$ cat src/rtl/mem_wb_stage.sv
// MEM/WB pipeline register with load alignment/extension, writeback source select,
// load fault detection and a retired-instruction counter feeding the register file.
`timescale 1ns/1ps
module mem_wb_stage #(
  parameter int XLEN  = 32,
  parameter int CNT_W = 64
) (
  input  logic             clk,
  input  logic             rst_n,
  input  logic             stall,
  input  logic             flush,
  input  logic             valid_in,
  input  logic             reg_write_in,
  input  logic [4:0]       rd_in,
  input  logic [1:0]       wb_sel_in,
  input  logic [2:0]       funct3_in,
  input  logic [1:0]       addr_lo_in,
  input  logic [XLEN-1:0]  alu_result_in,
  input  logic [XLEN-1:0]  pc4_in,
  input  logic [XLEN-1:0]  imm_in,
  input  logic [XLEN-1:0]  mem_rdata_in,
  output logic             RegWrite,
  output logic [4:0]       Wt_addr,
  output logic [XLEN-1:0]  Wt_data,
  output logic             wb_valid,
  output logic             load_fault,
  output logic [CNT_W-1:0] instret
);

  localparam logic [1:0] SEL_ALU  = 2'b00;
  localparam logic [1:0] SEL_LOAD = 2'b01;
  localparam logic [1:0] SEL_PC4  = 2'b10;
  localparam logic [1:0] SEL_IMM  = 2'b11;

  localparam logic [2:0] F3_LB  = 3'b000;
  localparam logic [2:0] F3_LH  = 3'b001;
  localparam logic [2:0] F3_LW  = 3'b010;
  localparam logic [2:0] F3_LBU = 3'b100;
  localparam logic [2:0] F3_LHU = 3'b101;

  localparam logic [CNT_W-1:0] CNT_ONE = CNT_W'(1);

  logic             r_valid;
  logic             r_reg_write;
  logic [4:0]       r_rd;
  logic [1:0]       r_wb_sel;
  logic [2:0]       r_funct3;
  logic [1:0]       r_addr_lo;
  logic [XLEN-1:0]  r_alu;
  logic [XLEN-1:0]  r_pc4;
  logic [XLEN-1:0]  r_imm;
  logic [XLEN-1:0]  r_rdata;
  logic [CNT_W-1:0] r_instret;

  logic [7:0]       w_byte;
  logic [15:0]      w_half;
  logic [XLEN-1:0]  w_load_data;
  logic             w_misalign;
  logic             w_illegal;
  logic             w_load_fault;
  logic [XLEN-1:0]  w_wb_data;

  // Flush beats stall; the instruction currently held still retires unless stalled.
  always_ff @(posedge clk or negedge rst_n) begin
    if (!rst_n) begin
      r_valid     <= 1'b0;
      r_reg_write <= 1'b0;
      r_rd        <= '0;
      r_wb_sel    <= '0;
      r_funct3    <= '0;
      r_addr_lo   <= '0;
      r_alu       <= '0;
      r_pc4       <= '0;
      r_imm       <= '0;
      r_rdata     <= '0;
      r_instret   <= '0;
    end else begin
      if (flush) begin
        r_valid <= 1'b0;
      end else if (!stall) begin
        r_valid     <= valid_in;
        r_reg_write <= reg_write_in;
        r_rd        <= rd_in;
        r_wb_sel    <= wb_sel_in;
        r_funct3    <= funct3_in;
        r_addr_lo   <= addr_lo_in;
        r_alu       <= alu_result_in;
        r_pc4       <= pc4_in;
        r_imm       <= imm_in;
        r_rdata     <= mem_rdata_in;
      end
      if (r_valid && !stall && !w_load_fault)
        r_instret <= r_instret + CNT_ONE;
    end
  end

  always_comb begin
    w_byte = r_rdata[7:0];
    case (r_addr_lo)
      2'd1:    w_byte = r_rdata[15:8];
      2'd2:    w_byte = r_rdata[23:16];
      2'd3:    w_byte = r_rdata[31:24];
      default: w_byte = r_rdata[7:0];
    endcase
    w_half = r_addr_lo[1] ? r_rdata[31:16] : r_rdata[15:0];
  end

  always_comb begin
    w_load_data = '0;
    w_misalign  = 1'b0;
    w_illegal   = 1'b0;
    case (r_funct3)
      F3_LB:  w_load_data = {{(XLEN-8){w_byte[7]}}, w_byte};
      F3_LBU: w_load_data = {{(XLEN-8){1'b0}}, w_byte};
      F3_LH: begin
        w_load_data = {{(XLEN-16){w_half[15]}}, w_half};
        w_misalign  = r_addr_lo[0];
      end
      F3_LHU: begin
        w_load_data = {{(XLEN-16){1'b0}}, w_half};
        w_misalign  = r_addr_lo[0];
      end
      F3_LW: begin
        w_load_data = r_rdata;
        w_misalign  = |r_addr_lo;
      end
      default: w_illegal = 1'b1;
    endcase
  end

  assign w_load_fault = r_valid & (r_wb_sel == SEL_LOAD) & (w_illegal | w_misalign);

  always_comb begin
    w_wb_data = r_alu;
    case (r_wb_sel)
      SEL_ALU:  w_wb_data = r_alu;
      SEL_LOAD: w_wb_data = w_load_data;
      SEL_PC4:  w_wb_data = r_pc4;
      SEL_IMM:  w_wb_data = r_imm;
      default:  w_wb_data = r_alu;
    endcase
  end

  assign Wt_data    = w_load_fault ? '0 : w_wb_data;
  assign RegWrite   = r_valid & r_reg_write & (|r_rd) & ~w_load_fault;
  assign Wt_addr    = r_valid ? r_rd : 5'd0;
  assign wb_valid   = r_valid;
  assign load_fault = w_load_fault;
  assign instret    = r_instret;

endmodule

$ cat config.mk
export PLATFORM = sky130hd
export DESIGN_NAME = mem_wb_stage
export DESIGN_NICKNAME = d
export VERILOG_FILES = /design/src/rtl/mem_wb_stage.sv
export SDC_FILE = /design/constraint.sdc
export NUM_CORES = 1
export LEC_CHECK = 0
export CORE_MARGIN = 10
export CORE_UTILIZATION = 45
export DETAILED_ROUTE_END_ITERATION = 12
export GPL_ROUTABILITY_DRIVEN = 0
export PLACE_DENSITY = 0.77
export SLEW_MARGIN = 20
export SYNTH_ARGS = -nofsm -noshare
export SYNTH_HDL_FRONTEND = slang
export SYNTH_SLANG_ARGS = --single-unit
$ cat constraint.sdc
create_clock -name clk -period 2.5 [get_ports clk]
set_clock_uncertainty 0.05 [all_clocks]
set_input_delay 0.75 -clock clk [delete_from_list [all_inputs] [get_ports clk]]
set_output_delay 0.75 -clock clk [all_outputs]
set_load 0.02 [all_outputs]
==> impl_metrics.yaml <==
worst_setup_path:
  path_class: "register to output port"
  worst_setup_path_start_kind: "register"
  crit_path_start: "r_funct3[2]$_DFFE_PN0P_"
  crit_fanout: 8
  required_ns: 1.70
  r2r_start: "r_funct3[2]$_DFFE_PN0P_"
  critPathArrivalTime_ns: 2.34
  endpoint_kind: "output port"
clock_tree:
  htree_levels: 1
  clock_tree.root_cell: "clkbuf_16"
  path_clk_slew_ns: 0.06
  cts_buffers: 24
  cts_tree: "yes"
  cts_buffer_depth: 3
  cts.sinks: 206
  clock_latency_ns: 0.53
  postCtsHoldBufs: 0
synthesis:
  async_flop_share_pct: 100
  synthCells: 875
  ys_seq_area_share_pct: 52.0
  yosys.cell_types.count: 51
  yosys_warnings: 0
  syn_area_sq_um: 9920
  synth_nets: 1022
  avgSynthCellArea_sq_um: 11.3
  synth_edf_count: 0
  synth-seq-cells: 206
  synth_ff_type: "dfrtp_1"
min_path:
  worstHoldPathType: "input port to asynchronous set/reset pin"
cells_and_area:
  final_cell_mix: "dfrtp_1, clkdlybuf4s50_1, mux2_2"
  num-nets-final: 1394
  layout.cells.non_filler: 1547
  final_common_cell: "dfrtp_1"
  drive_above_1_share_pct: 39.8
  area_delta_synth_final_pct: 59.1
  nFillCells: 1437
timing:
  period_share_pct: 126
  finalHoldViolCount: 0
  fmax_ghz: 0.318
  fin_crit_ns: 3.14
  tightest_slew_ns: 0.902
  rsz0062_at_grt: "yes"
  setup_viol: 75
  drv_slew: 0
  slew_headroom_pct: 39.4
  worst_slack_ns: -0.640
grt:
  grt_pass1_wl_um: 51300
  grt_pass1_vias: 9212
  grt_antenna_before_repair: 6
  grt_overflow: 0
  grtUsageTotal_pct: 22.3
  grt_max_degree: 54
drt:
  initialDrtViolationCount: 634
  first_pass_iters: 5
  routed-via-count: 8687
  drt-total-wl_um: 33900
  via_per_inst: 5.62
  postRouteAntennaNets: 0
  wl_per_cell_um: 21.9
  remaining_drc_errors: 0
die:
  core_area_sq_um: 21800
  row_count: 54
  dieArea_sq_um: 28400
  die_h_um: 168
  die_w_um: 168
  ios: 250
  start_util_pct: 45.6
status:
  failed_checks: "negative setup slack"
  status: "finished, violations left"
power_and_ir_drop:
  p_leak_uw: 0.00680
  ir_worst_vdd_mv: 0.592
  power.density_nw_per_um2: 697
flow_run:
  cap_violations: 0
placement:
  hpwl_um: 24700
  io_buffers: 249
  pre_cts_ws_ns: -0.624
  dp_cells: 1486
==> per-layer routing <==
layer / up-vias / track usage [%] / wire, um
li1: 3899 / - / -
met1: 4347 / 26.7 / 13400
met2: 358 / 37.7 / 16600
met3: 79 / 6.67 / 2750
met4: 4 / 7.12 / 1190
met5: - / 0 / 23
==> synthesized netlist by cell type, drive strengths merged (2+ instances only) <==
master	instances	area (sq um)
nor4	13	103
buf	6	33.8
nand4	20	155
mux4	7	158
nand3	27	135
nor3	27	155
a31o	2	17.5
nor2	45	169
and2	8	51.3
inv	20	75.1
a22oi	9	67.6
nand4b	2	17.5
clkbuf	40	150
nor2b	8	50.1
a211oi	8	60.1
o211ai	7	52.6
o21ai	13	65.1
and3	6	40.0
clkinv	2	7.51
dfrtp	206	5150
or3	3	18.8
a21oi	81	405
or4	3	26.3
nand2b	4	25.0
a21o	9	67.6
xnor2	35	307
nor3b	2	15.0
nand2	65	244
xor2	28	245
o221ai	16	140
or2	3	18.8
mux2	139	1570
mux2i	2	20.0
==> path summary, 6_finish.rpt <==
kind | endpoint | slack (ns) | cells past startpoint
max reg2reg | instret[17]$_DFFE_PN0P_ | -0.27 | 10
max | Wt_data[1] | -0.64 | 9
max in group asynchronous | r_alu[17]$_DFFE_PN0P_ | 1.54 | 2
min reg2reg | instret[63]$_DFFE_PN0P_ | 0.43 | 1
min in group clk | instret[63]$_DFFE_PN0P_ | 0.43 | 1
min | instret[19]$_DFFE_PN0P_ | 0.15 | 1
==> sequential cells by signal (all words and copies together) (netlist names) <==
signal       flops
r_alu           32
wb_valid         1
r_wb_sel         2
r_pc4           32
r_reg_write      1
r_addr_lo        2
r_imm           32
r_rdata         32
r_rd             5
r_funct3         3
instret         64
==> power breakdown <==
part / switching, uW / leakage, uW / internal [uW]
Clock: 1420 / 0.000425 / 2350
Combinational: 1550 / 0.00386 / 1680
Sequential: 280 / 0.00252 / 3710
==> critical path, cell delays in order (launching register included) <==
cell      delay (ns)
dfrtp_1         0.39
buf_6           0.14
nor3b_4         0.27
buf_6           0.20
nand2_1         0.08
o211ai_1        0.26
a21oi_2         0.06
buf_4           0.16
nor3_4          0.13
buf_6           0.14
==> metrics by stage <==
step	cell area, sq um	TNS, ns	util, %	hold WS, ns	total power (uW)
after floorplan	10300	-0.503	-	0.404	5550
after global placement	14100	-23.37	64.9	0.421	7000
after detailed placement	14100	-26.08	64.9	0.415	7070
after CTS	15200	-21.60	70.1	0.150	11000
after global routing	15800	-29.91	72.5	0.169	11400
final	15800	-24.10	72.5	0.147	11000
==> timing repair <==
item / CTS / global route
endpoints found under the hold margin: 0 / 0
gates cloned: 1 / 2
setup endpoints to repair: 40 / 88
pin swaps: 22 / 42
setup buffers: 8 / 9
resized for setup: 236 / 105
==> logic make-up (layout without fill, tap and decap cells) <==
group | after synthesis | after routing | share of synthesized area (%)
and+or+nand+nor | 239 | 240 | 12.6
DFF | 206 | 206 | 52.0
AOI/OAI and AO/OA | 150 | 150 | 9.48
muxes | 148 | 148 | 17.6
buffers and inverters | 68 | 456 | 2.69
xor gates and xnor gates | 63 | 63 | 5.56
adders and majority gates | 1 | 1 | 0.126
other | 0 | 3 | 0
==> area by class of cell <==
class	count	area [sq um]	area share, %
multi-input combinational	602	5390	34.1
sequential	206	5160	32.7
timing repair buffer	391	3920	24.8
clock buffer	32	691	4.38
tap	280	350	2.22
clock inverter	11	173	1.09
inverter	22	95.1	0.603
antenna	3	7.51	0.0476
No activity file was read; power rests on OpenSTA's default activity.
==> edit 1, RTL diff (config.mk and constraints unchanged) <==
Set the parameter `CNT_W` to 72 (it was 64).
--- a/src/rtl/mem_wb_stage.sv
+++ b/src/rtl/mem_wb_stage.sv
@@ -3,7 +3,7 @@
 `timescale 1ns/1ps
 module mem_wb_stage #(
   parameter int XLEN  = 32,
-  parameter int CNT_W = 64
+  parameter int CNT_W = 72
 ) (
   input  logic             clk,
   input  logic             rst_n,
Ports: changed (resized instret); port bits go from 250 to 258. The function was not compared with the original's and may differ.
==> edit 1 against the original RTL <==
- the run still ends with negative setup slack left
- combinational power grew 4%
- setup slack lost 0.11 ns
- global-route usage grew 0.45 points
- core utilization shrank 2.3 points
- cell count grew 5.2%
- routed wire length grew 1.1%
- die area grew 4.9%
- area after synthesis grew 5.5%
- final area grew 1.4%
- sequential cell count grew 8
- power shrank 0.47%
- critical endpoint is now Wt_data[27]
==> edit 1: results (changes against the original RTL) <==
Crit-path slowest cell=or4_4 (was dfrtp_1); Initial DRC Count=799 (was 634); setup ws final=-0.749 ns (was -0.640 ns); largest net degree at the start of global routing=63 (was 54); CTS Buffer Depth=3 (unchanged); HPWL after DPL=25.3 mm (was 24.7 mm); VDD IR max=664 µV (was 592 µV); cts bufs inserted=24 (unchanged); R2R cell count=9 (was 10); top post-synthesis cells by count=214 x dfrtp_1, 146 x mux2_2, 80 x nand2_1 (was 206 x dfrtp_1, 139 x mux2_2, 81 x a21oi_1); Seq/Total Area, Yosys=0.512 (was 0.520); worst skew pair latency=0.53 ns (about the same); Clock transition at path regs=0.06 ns (about the same); initial antenna violation count=7 (was 6); max reg flops=72 (was 64); gr usage total=0.228 (was 0.223); synth unique cells=54 (was 51); critical path arrival=2.45 ns (was 2.34 ns); Synth Area in XOR/XNOR=0.0594 (was 0.0556); Hold Path Class=in2async (unchanged); final net count=1440 (was 1394); mux cell area share after synthesis=0.174 (was 0.176); via count of the first global-routing pass=9382 (was 9212); Post-synth ARST share=1.00 (unchanged); critical-path maximum fanout=5 (was 8); via/cell ratio=5.48 (was 5.62); Syn Nets=1060 (was 1022); Clock Root Buffer=clkbuf_16 (unchanged); failing checks=negative setup slack (unchanged); Post-Synth Adder-Cell Area=0.00120 (was 0.00126); Worst path max stage delay=0.58 ns (was 0.39 ns); cell family with most CP delay=simple AND/OR/NAND/NOR gates (was buffers and inverters); final setup fails=34 (was 75); status=finished, violations left (unchanged); Top FF cell, synth=dfrtp_1 (unchanged); routed len/inst=21.1 µm (was 21.9 µm); slew at the pin closest to its max-slew limit=0.509 ns (was 0.902 ns); first-pass GRT wire length=53.0 mm (was 51.3 mm); Yosys warning count=0 (unchanged); leading post-synthesis cells by cell area=dfrtp_1 51%, mux2_2 16%, xor2_1 4.2% (was dfrtp_1 52%, mux2_2 16%, a21oi_1 4.1%); share of layout cells above drive strength 1=0.359 (was 0.398); Port Buffers=257 (was 249); post-synthesis compound-gate area fraction=0.0886 (was 0.0948); P_leak=6.88 nW (was 6.80 nW); drt pass-1 iters=7 (was 5)
[edit 1: worst paths after layout]
kind	start	endpoint	slack, ns
hold reg to reg	instret[71]	instret[71]	0.43
setup / recovery	r_funct3[2]	Wt_data[27]	-0.75
max in group asynchronous	rst_n	instret[25]	1.61
hold / removal	rst_n	r_alu[18]	0.13
min in group clk	instret[71]	instret[71]	0.43
setup reg to reg	r_funct3[2]	instret[5]	0.10
[edit 1: layout make-up]
class | instances | area (µm²)
antenna | 4 | 10.0
clock buffer | 37 | 709
clock inverter | 7 | 71.3
fill | 1599 | 6770
inverter | 24 | 92.6
multi-input combinational | 630 | 5410
sequential | 214 | 5360
tap | 313 | 392
timing repair buffer | 399 | 3960
[edit 1: per-layer routing]
metal | GRT usage | routed length (µm) | up-vias
li1 | - | - | 4078
met1 | 0.272 | 13500 | 4416
met2 | 0.390 | 17000 | 350
met3 | 0.0641 | 2840 | 75
met4 | 0.0675 | 982 | 4
met5 | 0 | 23 | -
[edit 1: per-stage QoR]
stage | instance area [µm²] | setup TNS, ns | setup slack (ns) | hold slack, ns | std cells
6_report | 16000 | -23.64 | -0.749 | 0.130 | 1628
5_1_grt | 16000 | -25.67 | -0.793 | 0.152 | 1626
4_1_cts | 16000 | -23.61 | -0.748 | 0.133 | 1623
3_5_place_dp | 14800 | -27.71 | -0.696 | 0.425 | 1568
3_3_place_gp | 14800 | -25.60 | -0.676 | 0.419 | 1568
2_1_floorplan | 10900 | -4.92 | -0.229 | 0.404 | 913
[edit 1: what timing repair did]
action	CTS	global route
endpoints found under the setup margin	40	42
hold buffers	0	0
cloned	4	0
buffers inserted	9	1
gates resized for setup	260	18
pin swaps	27	4
[edit 1: report_power, final]
group          internal [W]  switching [W]
Sequential          0.00384       0.000277
Clock               0.00206        0.00142
Combinational       0.00181        0.00154
Total               0.00770        0.00324
==> edit 2, RTL diff (same settings) <==
Without the edit above. Put a register stage on the output `load_fault`, without a reset. The value now appears one clock later. The other outputs are not delayed to match.
--- a/src/rtl/mem_wb_stage.sv
+++ b/src/rtl/mem_wb_stage.sv
@@ -145,7 +145,9 @@
   assign RegWrite   = r_valid & r_reg_write & (|r_rd) & ~w_load_fault;
   assign Wt_addr    = r_valid ? r_rd : 5'd0;
   assign wb_valid   = r_valid;
-  assign load_fault = w_load_fault;
+  always_ff @(posedge clk) begin
+    load_fault <= w_load_fault;
+  end
   assign instret    = r_instret;
 
 endmodule
Formal check against the unedited RTL: not equivalent (a bounded check fails within 4 cycles, from zero or initial values and one cycle with rst_n low).
==> edit 2 against the original RTL <==
- count of clock-buffer cells in the layout grew 4
- the flow still finishes with violations (negative setup slack)
- largest cell class is now registers
- power fell by 3.7%
- combinational power grew 2%
- final area is 2.6% lower
- area after synthesis is 0.20% higher
- critical endpoint is now Wt_data[11]
- setup slack about the same
- register-to-register slack improved by 0.32 ns
- sequential cell count is 1 higher
- largest power group unchanged
- routed wire length shrank 2.1%
==> edit 2: results (changes against the original RTL) <==
Gate power share=0.311 (was 0.294); R2R cell count=8 (was 10); multi-input gate share of the layout cell area=0.335 (was 0.341); Syn Area/Cell=11.3 µm² (about the same); gr usage total=0.229 (was 0.223); reg2reg start=r_funct3[0] (was r_funct3[2]); R2R Setup Slk=0.05 ns (was -0.27 ns); TNS Setup=-19.31 ns (was -24.10 ns); final setup fails=33 (was 75); status=finished, violations left (unchanged); first-pass GRT wire length=52.7 mm (was 51.3 mm); P_leak=6.49 nW (was 6.80 nW); mux cell area share after synthesis=0.175 (was 0.176); Initial DRC Count=538 (was 634); cell family with most CP delay=simple AND/OR/NAND/NOR gates (was buffers and inverters); layout filler cell count=1554 (was 1437); setup ws final=-0.640 ns (about the same); critical-path maximum fanout=6 (was 8); leading post-synthesis cells by cell area=dfrtp_1 52%, mux2_2 16%, a21oi_1 4.1% (unchanged); Seq/total area=0.337 (was 0.327); Syn Nets=1023 (was 1022); Core Util, Final=0.706 (was 0.725); Seq/Total Area, Yosys=0.521 (was 0.520); Clk power=0.00329 W (was 0.00378 W); Sw Share=0.304 (was 0.295); via count of the first global-routing pass=9349 (was 9212); clk tree area frac=0.0477 (was 0.0547); Worst path max stage delay=0.55 ns (was 0.39 ns); setup bufs post-CTS=10 (was 8); synth unique cells=52 (was 51); Inserted Diodes=5 (was 3); Max transition margin=0.670 (was 0.394); Synth Area in XOR/XNOR=0.0555 (was 0.0556); Post-Layout Cell Count=1535 (was 1547); HPWL after DPL=25.0 mm (was 24.7 mm); largest net degree at the start of global routing=49 (was 54); dpl cell area=14100 µm² (about the same); PwrDens=689 nW/µm² (was 697 nW/µm²); Setup WS pre-CTS=-0.762 ns (was -0.624 ns); CTS resizes=247 (was 236); Signal buffers=378 (was 391); failing checks=negative setup slack (unchanged); #FFs+latches synth=207 (was 206); Crit-path slowest cell=or4_4 (was dfrtp_1); Vias=8507 (was 8687); non-clk buf share=0.250 (was 0.248); VDD IR max=565 µV (was 592 µV); Gate Count Post-Synth=876 (was 875); final net count=1381 (was 1394); cts bufs inserted=23 (was 24); initial antenna violation count=7 (was 6); Clock Buffer Count=36 (was 32)
-- edit 2: cell types whose count changed in the layout (fill, tap and decap cells not counted), sizes merged, moves of 2 or more --
cell and delta:
bufinv -4, dlymetal6s2s -4, clkbuf +3, buf -14, diode +2, clkinv -2, clkdlybuf4s50 +5
-- edit 2: per-layer routing --
layer  track usage  wire, µm
met3        0.0743      2880
met1         0.269     12800
met4        0.0700       969
met5             0        27
met2         0.389     16500
-- edit 2: how the worst max path moves through the flow --
stage / to / start / slack [ns] / cells past startpoint
after floorplan: Wt_data[20] / r_funct3[2] / -0.04 / 6
after global placement: Wt_data[9] / r_addr_lo[1] / -0.68 / 6
after detailed placement: Wt_data[9] / r_addr_lo[1] / -0.76 / 6
after CTS: Wt_data[20] / r_funct3[2] / -0.62 / 7
after global routing: Wt_data[22] / r_addr_lo[1] / -0.70 / 8
final: Wt_data[11] / r_funct3[0] / -0.64 / 8
